===== src/rtl/clk_cfg_seq_if.sv =====
// Software-side configuration bus of the clock configuration sequencer:
// target select values plus the request/status handshake.
interface clk_cfg_seq_if;
  logic       cfg_req;
  logic       cfg_sel_mux0;
  logic       cfg_sel_mux1;
  logic       cfg_sel_mux2;
  logic [1:0] cfg_sel_rosc;
  logic [1:0] cfg_clk_div;
  logic       err_clr;
  logic       busy;
  logic       done;
  logic       err;

  // Register block side: issues requests, observes progress
  modport master (
    output cfg_req, cfg_sel_mux0, cfg_sel_mux1, cfg_sel_mux2,
    output cfg_sel_rosc, cfg_clk_div, err_clr,
    input  busy, done, err
  );

  // Sequencer side
  modport slave (
    input  cfg_req, cfg_sel_mux0, cfg_sel_mux1, cfg_sel_mux2,
    input  cfg_sel_rosc, cfg_clk_div, err_clr,
    output busy, done, err
  );
endinterface


===== src/rtl/clk_cfg_seq.sv =====
// Clock configuration sequencer: applies a new ROSC / xclk / divider /
// system-mux configuration in a glitch-safe order. The system clock is
// parked on ROSC (sel_mux0=0) before any source or divider change, xclk is
// qualified before it is selected, and a missing xclk aborts the change
// with the system clock still parked.
module clk_cfg_seq #(
  parameter int SETTLE_CYC = 16,
  parameter int XCLK_TMO   = 1024,
  parameter int QUAL_CNT   = 4
) (
  input  logic                clk_mux1,
  input  logic                rst_n,
  clk_cfg_seq_if.slave        cfg,
  input  logic                xclk_alive,
  output logic                sel_mux0,
  output logic                sel_mux1,
  output logic                sel_mux2,
  output logic [1:0]          sel_rosc,
  output logic [1:0]          clk_div
);

  localparam int SET_W  = $clog2(SETTLE_CYC);
  localparam int TMO_W  = $clog2(XCLK_TMO);
  // One extra code so the counter can actually hold QUAL_CNT itself.
  localparam int QUAL_W = $clog2(QUAL_CNT + 1);

  localparam logic [SET_W-1:0]  SETTLE_LD = SET_W'(SETTLE_CYC - 1);
  localparam logic [TMO_W-1:0]  TMO_LAST  = TMO_W'(XCLK_TMO - 1);
  localparam logic [QUAL_W-1:0] QUAL_LAST = QUAL_W'(QUAL_CNT);

  localparam logic [2:0] ST_IDLE    = 3'd0;
  localparam logic [2:0] ST_PARK    = 3'd1;
  localparam logic [2:0] ST_SRC     = 3'd2;
  localparam logic [2:0] ST_QUAL    = 3'd3;
  localparam logic [2:0] ST_SWITCH  = 3'd4;
  localparam logic [2:0] ST_RELEASE = 3'd5;
  localparam logic [2:0] ST_DONE    = 3'd6;
  localparam logic [2:0] ST_ABORT   = 3'd7;

  logic [2:0]        state;
  logic [SET_W-1:0]  settle_cnt;
  logic [TMO_W-1:0]  tmo_cnt;
  logic [QUAL_W-1:0] qual_cnt;
  logic [QUAL_W-1:0] qual_nxt;
  logic              settle_zero;

  logic              xclk_alive_p0;
  logic              xclk_alive_p1;

  logic              tgt_mux0;
  logic              tgt_mux1;
  logic              tgt_mux2;
  logic [1:0]        tgt_rosc;
  logic [1:0]        tgt_div;

  logic              busy_q;
  logic              done_q;
  logic              err_q;

  // Saturating counter helpers: counters stop at their terminal value.
  function automatic logic [SET_W-1:0] settle_dec(input logic [SET_W-1:0] v);
    return (v == '0) ? v : v - 1'b1;
  endfunction

  function automatic logic [TMO_W-1:0] tmo_inc(input logic [TMO_W-1:0] v);
    return (v == TMO_LAST) ? v : v + 1'b1;
  endfunction

  function automatic logic [QUAL_W-1:0] qual_inc(input logic [QUAL_W-1:0] v);
    return (v == QUAL_LAST) ? v : v + 1'b1;
  endfunction

  assign settle_zero = (settle_cnt == '0);
  assign cfg.busy    = busy_q;
  assign cfg.done    = done_q;
  assign cfg.err     = err_q;

  // Two-flop synchronizer for the asynchronous xclk-present flag.
  always_ff @(posedge clk_mux1 or negedge rst_n) begin
    if (!rst_n) begin
      xclk_alive_p0 <= 1'b0;
      xclk_alive_p1 <= 1'b0;
    end else begin
      xclk_alive_p0 <= xclk_alive;
      xclk_alive_p1 <= xclk_alive_p0;
    end
  end

  // Qualify count for this cycle: consecutive alive samples, cleared on a gap.
  always_comb begin
    qual_nxt = '0;
    if (xclk_alive_p1) qual_nxt = qual_inc(qual_cnt);
  end

  // Sequencer FSM: entry actions are applied on the transition edge.
  always_ff @(posedge clk_mux1 or negedge rst_n) begin
    if (!rst_n) begin
      state      <= ST_IDLE;
      settle_cnt <= '0;
      tmo_cnt    <= '0;
      qual_cnt   <= '0;
      tgt_mux0   <= 1'b0;
      tgt_mux1   <= 1'b0;
      tgt_mux2   <= 1'b0;
      tgt_rosc   <= 2'b11;
      tgt_div    <= 2'b11;
      sel_mux0   <= 1'b0;
      sel_mux1   <= 1'b0;
      sel_mux2   <= 1'b0;
      sel_rosc   <= 2'b11;
      clk_div    <= 2'b11;
      busy_q     <= 1'b0;
      done_q     <= 1'b0;
    end else begin
      done_q <= 1'b0;
      case (state)
        ST_IDLE: begin
          if (cfg.cfg_req) begin
            tgt_mux0   <= cfg.cfg_sel_mux0;
            tgt_mux1   <= cfg.cfg_sel_mux1;
            tgt_mux2   <= cfg.cfg_sel_mux2;
            tgt_rosc   <= cfg.cfg_sel_rosc;
            tgt_div    <= cfg.cfg_clk_div;
            busy_q     <= 1'b1;
            sel_mux0   <= 1'b0;
            settle_cnt <= SETTLE_LD;
            state      <= ST_PARK;
          end
        end
        ST_PARK: begin
          if (settle_zero) begin
            sel_rosc   <= tgt_rosc;
            sel_mux2   <= tgt_mux2;
            settle_cnt <= SETTLE_LD;
            state      <= ST_SRC;
          end else begin
            settle_cnt <= settle_dec(settle_cnt);
          end
        end
        ST_SRC: begin
          if (settle_zero) begin
            if (tgt_mux1) begin
              qual_cnt <= '0;
              tmo_cnt  <= '0;
              state    <= ST_QUAL;
            end else begin
              sel_mux1   <= tgt_mux1;
              clk_div    <= tgt_div;
              settle_cnt <= SETTLE_LD;
              state      <= ST_SWITCH;
            end
          end else begin
            settle_cnt <= settle_dec(settle_cnt);
          end
        end
        ST_QUAL: begin
          qual_cnt <= qual_nxt;
          tmo_cnt  <= tmo_inc(tmo_cnt);
          // Qualification is checked first so it wins a same-cycle tie.
          if (qual_nxt == QUAL_LAST) begin
            sel_mux1   <= tgt_mux1;
            clk_div    <= tgt_div;
            settle_cnt <= SETTLE_LD;
            state      <= ST_SWITCH;
          end else if (tmo_cnt == TMO_LAST) begin
            state <= ST_ABORT;
          end
        end
        ST_SWITCH: begin
          if (settle_zero) begin
            sel_mux0   <= tgt_mux0;
            settle_cnt <= SETTLE_LD;
            state      <= ST_RELEASE;
          end else begin
            settle_cnt <= settle_dec(settle_cnt);
          end
        end
        ST_RELEASE: begin
          if (settle_zero) state <= ST_DONE;
          else             settle_cnt <= settle_dec(settle_cnt);
        end
        ST_DONE: begin
          done_q <= 1'b1;
          busy_q <= 1'b0;
          state  <= ST_IDLE;
        end
        ST_ABORT: begin
          // Leave the system clock parked on ROSC; new ROSC/mux2 stay applied.
          sel_mux1 <= 1'b0;
          sel_mux0 <= 1'b0;
          done_q   <= 1'b1;
          busy_q   <= 1'b0;
          state    <= ST_IDLE;
        end
        default: state <= ST_IDLE;
      endcase
    end
  end

  // Sticky error: set by an abort (set beats a simultaneous clear).
  always_ff @(posedge clk_mux1 or negedge rst_n) begin
    if (!rst_n) begin
      err_q <= 1'b0;
    end else if (state == ST_ABORT) begin
      err_q <= 1'b1;
    end else if (cfg.err_clr) begin
      err_q <= 1'b0;
    end
  end

endmodule


===== src/flat_wrapper.sv =====
// flat-port wrapper written by rule: the top's interface ports become plain ports
module clk_cfg_seq_flat 
#(
  parameter int SETTLE_CYC = 16,
  parameter int XCLK_TMO   = 1024,
  parameter int QUAL_CNT   = 4
)
  (clk_mux1, rst_n, xclk_alive, sel_mux0, sel_mux1, sel_mux2, sel_rosc, clk_div, cfg_cfg_req, cfg_cfg_sel_mux0, cfg_cfg_sel_mux1, cfg_cfg_sel_mux2, cfg_cfg_sel_rosc, cfg_cfg_clk_div, cfg_err_clr, cfg_busy, cfg_done, cfg_err);
  clk_cfg_seq_if cfg_i ();
  input  logic clk_mux1;
  input  logic rst_n;
  input  logic xclk_alive;
  output logic sel_mux0;
  output logic sel_mux1;
  output logic sel_mux2;
  output logic [1:0] sel_rosc;
  output logic [1:0] clk_div;
  input wire logic [$bits(cfg_i.cfg_req)-1:0] cfg_cfg_req;
  input wire logic [$bits(cfg_i.cfg_sel_mux0)-1:0] cfg_cfg_sel_mux0;
  input wire logic [$bits(cfg_i.cfg_sel_mux1)-1:0] cfg_cfg_sel_mux1;
  input wire logic [$bits(cfg_i.cfg_sel_mux2)-1:0] cfg_cfg_sel_mux2;
  input wire logic [$bits(cfg_i.cfg_sel_rosc)-1:0] cfg_cfg_sel_rosc;
  input wire logic [$bits(cfg_i.cfg_clk_div)-1:0] cfg_cfg_clk_div;
  input wire logic [$bits(cfg_i.err_clr)-1:0] cfg_err_clr;
  output wire logic [$bits(cfg_i.busy)-1:0] cfg_busy;
  output wire logic [$bits(cfg_i.done)-1:0] cfg_done;
  output wire logic [$bits(cfg_i.err)-1:0] cfg_err;
  assign cfg_i.cfg_req = cfg_cfg_req;
  assign cfg_i.cfg_sel_mux0 = cfg_cfg_sel_mux0;
  assign cfg_i.cfg_sel_mux1 = cfg_cfg_sel_mux1;
  assign cfg_i.cfg_sel_mux2 = cfg_cfg_sel_mux2;
  assign cfg_i.cfg_sel_rosc = cfg_cfg_sel_rosc;
  assign cfg_i.cfg_clk_div = cfg_cfg_clk_div;
  assign cfg_i.err_clr = cfg_err_clr;
  assign cfg_busy = cfg_i.busy;
  assign cfg_done = cfg_i.done;
  assign cfg_err = cfg_i.err;
  clk_cfg_seq #(.SETTLE_CYC(SETTLE_CYC), .XCLK_TMO(XCLK_TMO), .QUAL_CNT(QUAL_CNT)) u_core (.clk_mux1(clk_mux1), .rst_n(rst_n), .cfg(cfg_i), .xclk_alive(xclk_alive), .sel_mux0(sel_mux0), .sel_mux1(sel_mux1), .sel_mux2(sel_mux2), .sel_rosc(sel_rosc), .clk_div(clk_div));
endmodule

===== config.mk =====
export PLATFORM = sky130hd
export DESIGN_NAME = clk_cfg_seq_flat
export DESIGN_NICKNAME = d
export VERILOG_FILES = /design/src/rtl/clk_cfg_seq_if.sv /design/src/rtl/clk_cfg_seq.sv /design/src/flat_wrapper.sv
export SDC_FILE = /design/constraint.sdc
export NUM_CORES = 1
export LEC_CHECK = 0
export BUFFER_PORTS_ARGS = -buffer_cell sky130_fd_sc_hd__buf_2
export CAP_MARGIN = 20
export CORE_ASPECT_RATIO = 0.6
export CORE_MARGIN = 4
export CORE_UTILIZATION = 40
export CTS_CLUSTER_SIZE = 25
export DETAILED_ROUTE_END_ITERATION = 6
export GPL_TIMING_DRIVEN = 0
export PLACE_DENSITY = 0.68
export SLEW_MARGIN = 5
export SYNTH_ARGS = -nofsm -noshare
export SYNTH_HDL_FRONTEND = slang
export SYNTH_SLANG_ARGS = --single-unit

===== constraint.sdc =====
create_clock -name clk_mux1 -period 5.67 [get_ports clk_mux1]
set_clock_uncertainty 0.05 [all_clocks]
set_input_delay 0.567 -clock clk_mux1 [delete_from_list [all_inputs] [get_ports clk_mux1]]
set_output_delay 0.567 -clock clk_mux1 [all_outputs]
set_load 0.05 [all_outputs]

==> results of run 1 <==
worst max-delay path, cell delays in order, from the launching register on:
cell and delay, ps:
dfrtp_1 430, inv_1 90, ha_1 240, or3b_4 410, a311oi_4 460, a21oi_2 110, nor2_2 130, mux2_2 340
Yosys cell counts, types with 2 or more instances:
library cell / count
dfstp_2: 8
mux2_2: 13
a22o_1: 2
nor3b_1: 2
nand2_1: 13
dfrtp_1: 31
and3_1: 5
inv_1: 10
clkbuf_1: 2
nor2_1: 19
o21ai_0: 13
or2b_2: 2
nor3_1: 8
buf_2: 4
xnor2_1: 7
o31ai_1: 2
nand4_1: 2
o22ai_1: 5
ha_1: 4
nand3_1: 6
a21oi_1: 10
kinds of logic (layout without fill, tap and decap cells):
family                     Yosys count  in the layout
AOI/OAI and AO/OA                   43             43
xor gates and xnor gates             7              7
adders and majority gates            5              5
buffers and inverters               18             47
and+or+nand+nor                     69             69
DFF                                 39             39
muxes                               13             13
routing by layer:
metal,global-route usage (%),up-vias
li1,-,751
met1,22.3,741
met2,18.7,55
met3,4.46,4
met4,3.92,0
met5,0,-
worst max path at each step:
stage                                   startpoint                               end  depth (start not counted)
floorplan           u_core.qual_cnt[0]$_DFFE_PN0P_     u_core.clk_div[0]$_DFFE_PN1P_                          7
global route        u_core.qual_cnt[0]$_DFFE_PN0P_  u_core.settle_cnt[1]$_DFFE_PN0P_                          7
CTS                 u_core.qual_cnt[0]$_DFFE_PN0P_     u_core.clk_div[1]$_DFFE_PN1P_                          7
finish              u_core.qual_cnt[0]$_DFFE_PN0P_     u_core.clk_div[1]$_DFFE_PN1P_                          7
detailed placement  u_core.qual_cnt[0]$_DFFE_PN0P_     u_core.clk_div[1]$_DFFE_PN1P_                          7
global placement    u_core.qual_cnt[0]$_DFFE_PN0P_     u_core.clk_div[1]$_DFFE_PN1P_                          7
stage by stage:
stage | power [mW] | utilization (%)
final | 0.488 | 48.4
after global placement | 0.295 | 46.5
after global routing | 0.507 | 48.4
after floorplan | 0.286 | -
after detailed placement | 0.295 | 46.5
after CTS | 0.490 | 48.4
power groups by stage:
stage | registers (mW) | logic [mW] | clock network (mW)
floorplan | 0.284 | 0.00110 | 0
global placement | 0.284 | 0.0105 | 0
global route | 0.279 | 0.0120 | 0.216
finish | 0.279 | 0.0102 | 0.199
CTS | 0.279 | 0.0107 | 0.201
detailed placement | 0.284 | 0.0107 | 0
final cells by class:
class,count,area (sq um)
inverters,10,37.5
clock buffers,7,86.3
multi-input cells,137,928
repair buffers,21,105
plain buffers,8,52.6
fillers,465,2430
well taps,63,78.8
clock inverters,1,5.00
flip-flops and latches,39,986
state kept, by name, indices dropped and copies added (netlist names), 2 cells and up:
signal and count:
u_core.tmo_cnt 10, u_core.sel_rosc 2, u_core.tgt_div 2, u_core.clk_div 2, u_core.tgt_rosc 2, u_core.settle_cnt 4
u_core.qual_cnt 3, u_core.state 3
cells in the final DEF (no fill, tap or decap), types with 2 or more instances in the layout:
| master | netlist | routed |
|---|---|---|
| dfstp_2 | 8 | 8 |
| o31ai_1 | 2 | 2 |
| buf_2 | 4 | 25 |
| o22ai_1 | 5 | 5 |
| nand2_1 | 13 | 13 |
| mux2_2 | 13 | 13 |
| ha_1 | 4 | 4 |
| nand4_1 | 2 | 2 |
| nor3b_1 | 2 | 2 |
| o21ai_0 | 13 | 13 |
| xnor2_1 | 7 | 7 |
| a22o_1 | 2 | 2 |
| nor2_1 | 19 | 19 |
| inv_1 | 10 | 10 |
| dfrtp_1 | 31 | 31 |
| clkbuf_1 | 2 | 3 |
| and3_1 | 5 | 5 |
| or2b_2 | 2 | 2 |
| clkbuf_8 | 1 | 7 |
| nor3_1 | 8 | 8 |
| a21oi_1 | 10 | 10 |
| nand3_1 | 6 | 6 |
==> key figures, run 1 <==
Floorplan
  – Die extent in x: 99.4 um
  – Die area: 6240 sq um
  – FP Rows: 19
  – Total core area: 4710 sq um
  – Initial core utilization: 42.6%
  – I/O pin total: 22
  – Height of the die: 62.8 um

Pwr
  – Power share of the clock group: 40.7%
  – Logic pwr share: 2.1%
  – Worst VDD drop: 0.000106 V
  – Switching Power: 0.107 mW
  – Sequential Power Share: 57.2%
  – Leakage power: 1.06 nW
  – Power Dens Cells: 214 nW/um^2
  – Sw frac: 22.0%
  – Internal Pwr Total: 0.381 mW

Yosys
  – Cell accounting for the most synthesized area: dfrtp_1
  – Top cells by area, synth: dfrtp_1 39%, dfstp_2 10%, mux2_2 7.3%, nor2_1 3.6%, o21ai_0 3.2%
  – Gate Count Post-Synth: 194
  – Mapped Area: 2000 sq um
  – Sequential fraction of the synthesis area: 49.2%
  – Synth Area in Simple Gates: 18.3%
  – Synthesized area per cell: 10.3 sq um
  – Synth Area in Adders: 3.06%
  – #FFs+latches synth: 39
  – EDFF count, synth: 0
  – Mux cell area share after synthesis: 7.30%
  – Post-synthesis compound-gate area fraction: 14.6%
  – Post-Synth XOR/XNOR Area: 3.06%
  – Top cell type's share of synthesized area: 38.7%
  – Largest family of logic cells by synthesized area: simple AND/OR/NAND/NOR gates
  – Prevailing post-synth register cell: dfrtp_1
  – Yosys warning total: 0
  – Library cells used by synthesis: 47
  – Ys async rst share: 100%
  – Mapped Nets: 210

Timing
  – Final worst-path cycle share: 41.2%
  – Hold slack: 305 ps
  – Final Hold Fails: 0
  – Setup TNS: 0 ps
  – Unrepaired setup endpoints after global routing: false
  – Final worst slack: 3330 ps
  – Relative slew margins: 41.5%
  – Final setup vio count: 0
  – Fmax achieved: 428 MHz
  – Slew Limit Fails: 0
  – Tmin final: 2340 ps
  – Tightest Pin Transition: 878 ps

Setup path
  – R2r setup slk: 3330 ps
  – Crit path DAT: 2510 ps
  – Worst R2R End: u_core.clk_div[1]$_DFFE_PN1P_
  – Reg-to-Reg Start: u_core.qual_cnt[0]$_DFFE_PN0P_
  – Worst Path Required: 5840 ps
  – Worst setup SP type: flop
  – Crit path max fanout: 7
  – R2R depth: 7
  – Kind of critical path: reg2reg
  – Crit path capture type: flop

Route
  – 1st-iter DRT viols: 164
  – Pre-Repair DR Iteration Count: 5
  – Final ANT Viol Nets: 0
  – Vias per std cell: 5.42
  – Final wirelength: 4.16 mm
  – Top routing layer used: met4
  – DRC violations left: 0
  – Wl on met1: 2.18 mm
  – Vias: 1551
  – Avg WL per Cell: 14.5 um
  – Met3 routed WL: 304 um
  – Met2 Wirelength: 1.64 mm

CTS
  – Clk sinks: 39
  – Worst-Skew Late Latency: 290 ps
  – CTS Hold Bufs: 0
  – CTS tree: done
  – Inserted Clock Buffers: 5
  – CTS Buffer Depth: 2
  – Clk slew on worst S/H paths: 80 ps
  – CTS root buffer: clkbuf_8
  – PostCTS Resize Cnt: 0
  – Htree depth: 2
  – # Post-CTS Setup Buffers: 0

Global routing
  – Total gr overflow: 0
  – Largest net degree at the start of global routing: 40
  – Gr usage total: 14.4%
  – First-pass GRT wire length: 7.15 mm
  – Initial antenna violation count: 0
  – Vias in the first global route: 1441

Hold path
  – Hold depth: 0
  – Worst Hold End: u_core.xclk_alive_p1$_DFF_PN0_
  – Worst Hold Launch: u_core.xclk_alive_p0$_DFF_PN0_
  – Hold Crit Class: reg2reg

Final layout
  – ANT cells: 0
  – Synth-to-Final Area Change: 13.7%
  – Design Area, Final: 2280 sq um
  – Final non-filler cell total: 286
  – Layout cells sized above 1: 30.5%
  – Fin nets: 238

Flow run
  – Total of max-cap violations: 0

Placed design
  – Setup WS pre-CTS: 3330 ps
  – DP HPWL: 3.01 mm
  – Dpl cells: 278
  – Port bufs: 21
  – Placed Area: 2190 sq um
  – RD Place Congestion: 0.865

Outcome
  – Status: complete, no violations
Note: power is estimated with default switching activity, not from simulation.
==> run 2, diff against run 1 <==
==> constraint.sdc (replaced) <==
create_clock -name clk_mux1 -period 2.3 [get_ports clk_mux1]
set_clock_uncertainty 0.05 [all_clocks]
set_input_delay 0.23 -clock clk_mux1 [delete_from_list [all_inputs] [get_ports clk_mux1]]
set_output_delay 0.23 -clock clk_mux1 [all_outputs]
set_load 0.05 [all_outputs]
==> run 2 against run 1 <==
Compared with the run above: the flow now finishes with violations (negative hold slack); largest power group unchanged; fmax rose by 6.2%; setup slack worse by 3200 ps; count of clock-buffer cells in the layout stayed put; utilization up 0.53 points; final area up 1.1%; critical endpoint unchanged; highest routed layer unchanged; critical path type unchanged; critical path depth unchanged.
==> key figures, run 2 (same netlist as run 1, synthesis figures left out) <==
Outcome
  – Status: finished with violations
  – Violated checks: negative hold slack

Final layout
  – Commonest non-fill, non-tap cell in the layout: dfrtp_1
  – Fin nets: 241
  – Largest register by flop count: u_core.tmo_cnt
  – Layout Utilization: 49.0%
  – Top flop regs: u_core.tmo_cnt x10, u_core.settle_cnt x4
  – Layout cells sized above 1: 31.0%
  – Fill count: 462
  – Synth-to-Final Area Change: 15.0%
  – Number of flip-flops in the largest register: 10
  – Most frequent cells in the layout: 31 x dfrtp_1, 25 x buf_2, 19 x nor2_1
  – ANT cells: 0

Setup path
  – Worst Path Required: 2470 ps
  – Crit path max fanout: 4
  – Crit path capture type: flop
  – Crit path DAT: 2370 ps
  – Kind of critical path: reg2reg
  – Worst setup SP type: flop

Placed design
  – Setup WS pre-CTS: -42.8 ps
  – RD Place Congestion: 0.865
  – DP HPWL: 3.01 mm
  – Port bufs: 21

Route
  – Final wirelength: 4.19 mm
  – Avg WL per Cell: 14.5 um
  – 1st-iter DRT viols: 153
  – DRC violations left: 0
  – Vias: 1549
  – Pre-Repair DR Iteration Count: 5
  – Final ANT Viol Nets: 0
  – Vias per std cell: 5.36

Timing
  – Unrepaired setup endpoints after global routing: false
  – Final setup vio count: 0
  – Final Hold Fails: 7
  – Hold slack: -14.1 ps
  – Relative slew margins: 41.9%
  – Final worst slack: 99.7 ps
  – Tmin final: 2200 ps
  – Final worst-path cycle share: 95.7%
  – Tightest Pin Transition: 871 ps
  – Fmax achieved: 454 MHz
  – Slew Limit Fails: 0

Global routing
  – Grt met3 use: 4.46%
  – Busiest layer in global routing: met1
  – GRT met1 Usage: 22.4%
  – Gr usage total: 14.4%
  – Vias in the first global route: 1445
  – Largest net degree at the start of global routing: 40
  – Total gr overflow: 0
  – Initial antenna violation count: 0
  – First-pass GRT wire length: 7.18 mm
  – Met2 usage: 18.6%

Floorplan
  – Height of the die: 62.8 um
  – Total core area: 4710 sq um
  – Die extent in x: 99.4 um
  – Die area: 6240 sq um
  – Initial core utilization: 42.6%
  – FP Rows: 19
  – I/O pin total: 22

CTS
  – Inserted Clock Buffers: 5
  – Worst-Skew Late Latency: 290 ps
  – Clk sinks: 39
  – Clk slew on worst S/H paths: 80 ps
  – PostCTS Resize Cnt: 0
  – CTS Buffer Depth: 2
  – CTS root buffer: clkbuf_8
  – CTS tree: done
  – Htree depth: 2

Pwr
  – Leakage power: 1.07 nW
  – Worst VDD drop: 0.000263 V
  – Power Dens Cells: 519 nW/um^2

Flow run
  – Total of max-cap violations: 0

Hold path
  – Hold Crit Class: in2async
## run 2: changes by cell type in the layout (fill, tap and decap cells not counted), sizes merged
cell,previous run,this run
buf,26,28
dlygate4sd3,0,1
## run 2: timing repair
action                                  in CTS  in global routing
hold buffers                                 1                  0
endpoints found under the setup margin       3                  7
hold endpoints to repair                     1                  0
setup buffers                                1                  1
pin swaps                                    1                  2
## run 2: metrics by stage
stage | hold WS [ps] | total power, mW | area [sq um] | instances | TNS [ps]
after floorplan | -116 | 0.704 | 2000 | 194 | 0
after global placement | 285 | 0.727 | 2190 | 278 | 0
after detailed placement | 290 | 0.728 | 2190 | 278 | -75.5
after CTS | 27.7 | 1.21 | 2300 | 288 | 0
after global routing | 74.9 | 1.25 | 2300 | 289 | 0
final | -14.1 | 1.20 | 2300 | 289 | 0
## run 2: cell type report
type	instances	area (sq um)	area share (%)
well taps	63	78.8	3.42
plain buffers	8	52.6	2.28
inverters	10	37.5	1.63
clock inverters	1	5.00	0.217
repair buffers	24	130	5.65
flip-flops and latches	39	986	42.8
clock buffers	7	86.3	3.75
multi-input cells	137	928	40.3
## run 2: final timing paths
path	to	start	slack [ps]	cells past startpoint
hold reg to reg	u_core.xclk_alive_p1$_DFF_PN0_	u_core.xclk_alive_p0$_DFF_PN0_	300	0
hold / removal	u_core.tmo_cnt[3]$_DFFE_PN0P_	rst_n	-10	1
setup reg to reg	u_core.clk_div[1]$_DFFE_PN1P_	u_core.qual_cnt[0]$_DFFE_PN0P_	100	7
setup / recovery	u_core.clk_div[1]$_DFFE_PN1P_	u_core.qual_cnt[0]$_DFFE_PN0P_	100	7
max in group asynchronous	u_core.tgt_mux1$_DFFE_PN0P_	rst_n	1650	1
min in group clk_mux1	u_core.cfg.err$_DFFE_PN0P_	cfg_err_clr	70	2
## run 2: power by group
part	leakage (nW)	total, mW	switching, mW	internal (mW)
clock network	0.0482	0.480	0.238	0.242
registers	0.496	0.688	0.000680	0.688
logic	0.525	0.0263	0.0169	0.00931
## run 2: per-layer routing
layer	part of all wire (%)	up-vias
li1	-	756
met1	52	737
met2	40	50
met3	6.5	6
met4	0.98	0
met5	0	-
## run 2: critical path: stages, from the launching register on
cell	delay (ps)
dfrtp_1	390
inv_1	80
ha_1	240
or3b_4	420
a311oi_4	380
a21oi_2	100
nor2_2	120
mux2_2	340
==> run 3, diff against run 2 <==
--- a/config.mk
+++ b/config.mk
@@ -14,6 +14,7 @@
 export DETAILED_ROUTE_END_ITERATION = 6
 export GPL_TIMING_DRIVEN = 0
 export PLACE_DENSITY = 0.68
+export RECOVER_POWER = 50
 export SLEW_MARGIN = 5
 export SYNTH_ARGS = -nofsm -noshare
 export SYNTH_HDL_FRONTEND = slang
==> run 3 against run 2 <==
Compared with the run above: the flow still finishes with violations (negative hold slack); utilization shrank 0.053 points; critical path type unchanged; final cell count is the same; global-route usage is the same; sequential power is essentially flat; clock power is essentially flat; hold slack lost 1.0 ps; via count grew 0.52%.
==> key figures, run 3 (same netlist as run 1, synthesis figures left out) <==
Route
  – Avg WL per Cell: 14.5 um
  – Vias per std cell: 5.39
  – Vias: 1557
  – 1st-iter DRT viols: 153
  – Final wirelength: 4.18 mm
  – Final ANT Viol Nets: 0
  – DRC violations left: 0
  – Pre-Repair DR Iteration Count: 5

CTS
  – CTS tree: done
  – Htree depth: 2
  – Clk sinks: 39
  – CTS Buffer Depth: 2
  – Inserted Clock Buffers: 5
  – CTS root buffer: clkbuf_8
  – Clk slew on worst S/H paths: 80 ps
  – Worst-Skew Late Latency: 300 ps

Floorplan
  – Initial core utilization: 42.6%
  – Total core area: 4710 sq um
  – I/O pin total: 22
  – Height of the die: 62.8 um
  – Die area: 6240 sq um
  – Die extent in x: 99.4 um
  – FP Rows: 19

Final layout
  – Synth-to-Final Area Change: 14.9%
  – Layout cells sized above 1: 30.1%
  – Fill count: 462
  – Layout Utilization: 48.9%
  – Design Area, Final: 2300 sq um
  – Largest register by flop count: u_core.tmo_cnt
  – Top flop regs: u_core.tmo_cnt x10, u_core.settle_cnt x4
  – Most frequent cells in the layout: 31 x dfrtp_1, 23 x buf_2, 19 x nor2_1
  – Area of the multi-input gates: 928 sq um
  – Seq. cell area: 986 sq um
  – Final non-filler cell total: 289
  – Commonest non-fill, non-tap cell in the layout: dfrtp_1
  – Number of flip-flops in the largest register: 10
  – Fin nets: 241
  – ANT cells: 0

Pwr
  – Final Power: 1.20 mW
  – Worst VDD drop: 0.000264 V
  – Leakage power: 1.06 nW
  – Power Dens Cells: 520 nW/um^2

Timing
  – Tightest Pin Transition: 872 ps
  – Hold slack: -15.1 ps
  – Relative slew margins: 41.9%
  – Slew Limit Fails: 0
  – Final Hold Fails: 7
  – Setup TNS: 0 ps
  – Tmin final: 2200 ps
  – Fmax achieved: 455 MHz
  – Final worst slack: 100 ps
  – Final worst-path cycle share: 95.6%
  – Unrepaired setup endpoints after global routing: false
  – Final setup vio count: 0

Setup path
  – Slowest cell delay on critical path: 420 ps
  – Worst path cell trace: inv_1, ha_1, or3b_4, a311oi_4, a21oi_2, nor2_2, mux2_2
  – Crit path DAT: 2370 ps
  – Worst setup SP type: flop
  – Kind of critical path: reg2reg
  – CP max stage cell: or3b_4
  – Crit path max fanout: 4
  – Worst Path Required: 2470 ps
  – Crit path capture type: flop

Placed design
  – DP HPWL: 3.01 mm
  – Port bufs: 21
  – Dpl cells: 278
  – RD Place Congestion: 0.865
  – Setup WS pre-CTS: -42.8 ps
  – Placed Area: 2190 sq um

Outcome
  – Violated checks: negative hold slack
  – Status: finished with violations

Global routing
  – Vias in the first global route: 1445
  – Gr usage total: 14.4%
  – Largest net degree at the start of global routing: 40
  – First-pass GRT wire length: 7.18 mm
  – Initial antenna violation count: 0
  – Total gr overflow: 0

Flow run
  – Total of max-cap violations: 0

Hold path
  – Hold Crit Class: in2async
run 3: cell types whose count changed in the layout (fill, tap and decap cells not counted):
cell      previous run  this run
clkbuf_1             3         5
buf_2               25        23
run 3: where the power goes:
part	internal [mW]	switching, mW
Sequential	0.688	0.000680
Combinational	0.00932	0.0170
Clock	0.242	0.239
run 3: final cells by class:
cell class / instances / area share, %
sequential: 39 / 42.8
multi-input combinational: 137 / 40.3
timing repair buffer: 24 / 5.60
clock buffer: 7 / 3.75
tap: 63 / 3.42
buffer: 8 / 2.23
inverter: 10 / 1.63
clock inverter: 1 / 0.217
run 3: path summary, 6_finish.rpt:
check	start	endpoint	slack [ps]	cells past startpoint
min reg2reg	u_core.xclk_alive_p0$_DFF_PN0_	u_core.xclk_alive_p1$_DFF_PN0_	310	0
max reg2reg	u_core.qual_cnt[0]$_DFFE_PN0P_	u_core.clk_div[1]$_DFFE_PN1P_	100	7
min	rst_n	u_core.tmo_cnt[3]$_DFFE_PN0P_	-20	1
max	u_core.qual_cnt[0]$_DFFE_PN0P_	u_core.clk_div[1]$_DFFE_PN1P_	100	7
min in group clk_mux1	cfg_err_clr	u_core.cfg.err$_DFFE_PN0P_	60	2
max in group asynchronous	rst_n	u_core.tgt_mux1$_DFFE_PN0P_	1650	1
run 3: metal layers:
metal | vias to the layer above | wire length [um] | track usage, %
met5 | - | 0 | 0
met4 | 0 | 54 | 4.26
met3 | 8 | 272 | 4.46
met2 | 50 | 1660 | 18.6
met1 | 743 | 2190 | 22.4
li1 | 756 | - | -
run 3: timing repair:
action                     CTS  global route
hold buffers                 1             0
pin swaps                    1             2
hold endpoints to repair     1             0
gates resized for setup      0             0
setup buffers                1             1
setup endpoints to repair    3             7
run 3: worst max-delay path: cells and delay by family, from the launching register on:
family | cells | cell delay (ps)
AND/OR/NAND/NOR | 2 | 540
AO/OA/AOI/OAI | 2 | 480
flip-flops | 1 | 390
multiplexers | 1 | 340
buffers and inverters | 1 | 80
adder cells (fa/ha/maj) | 1 | 240
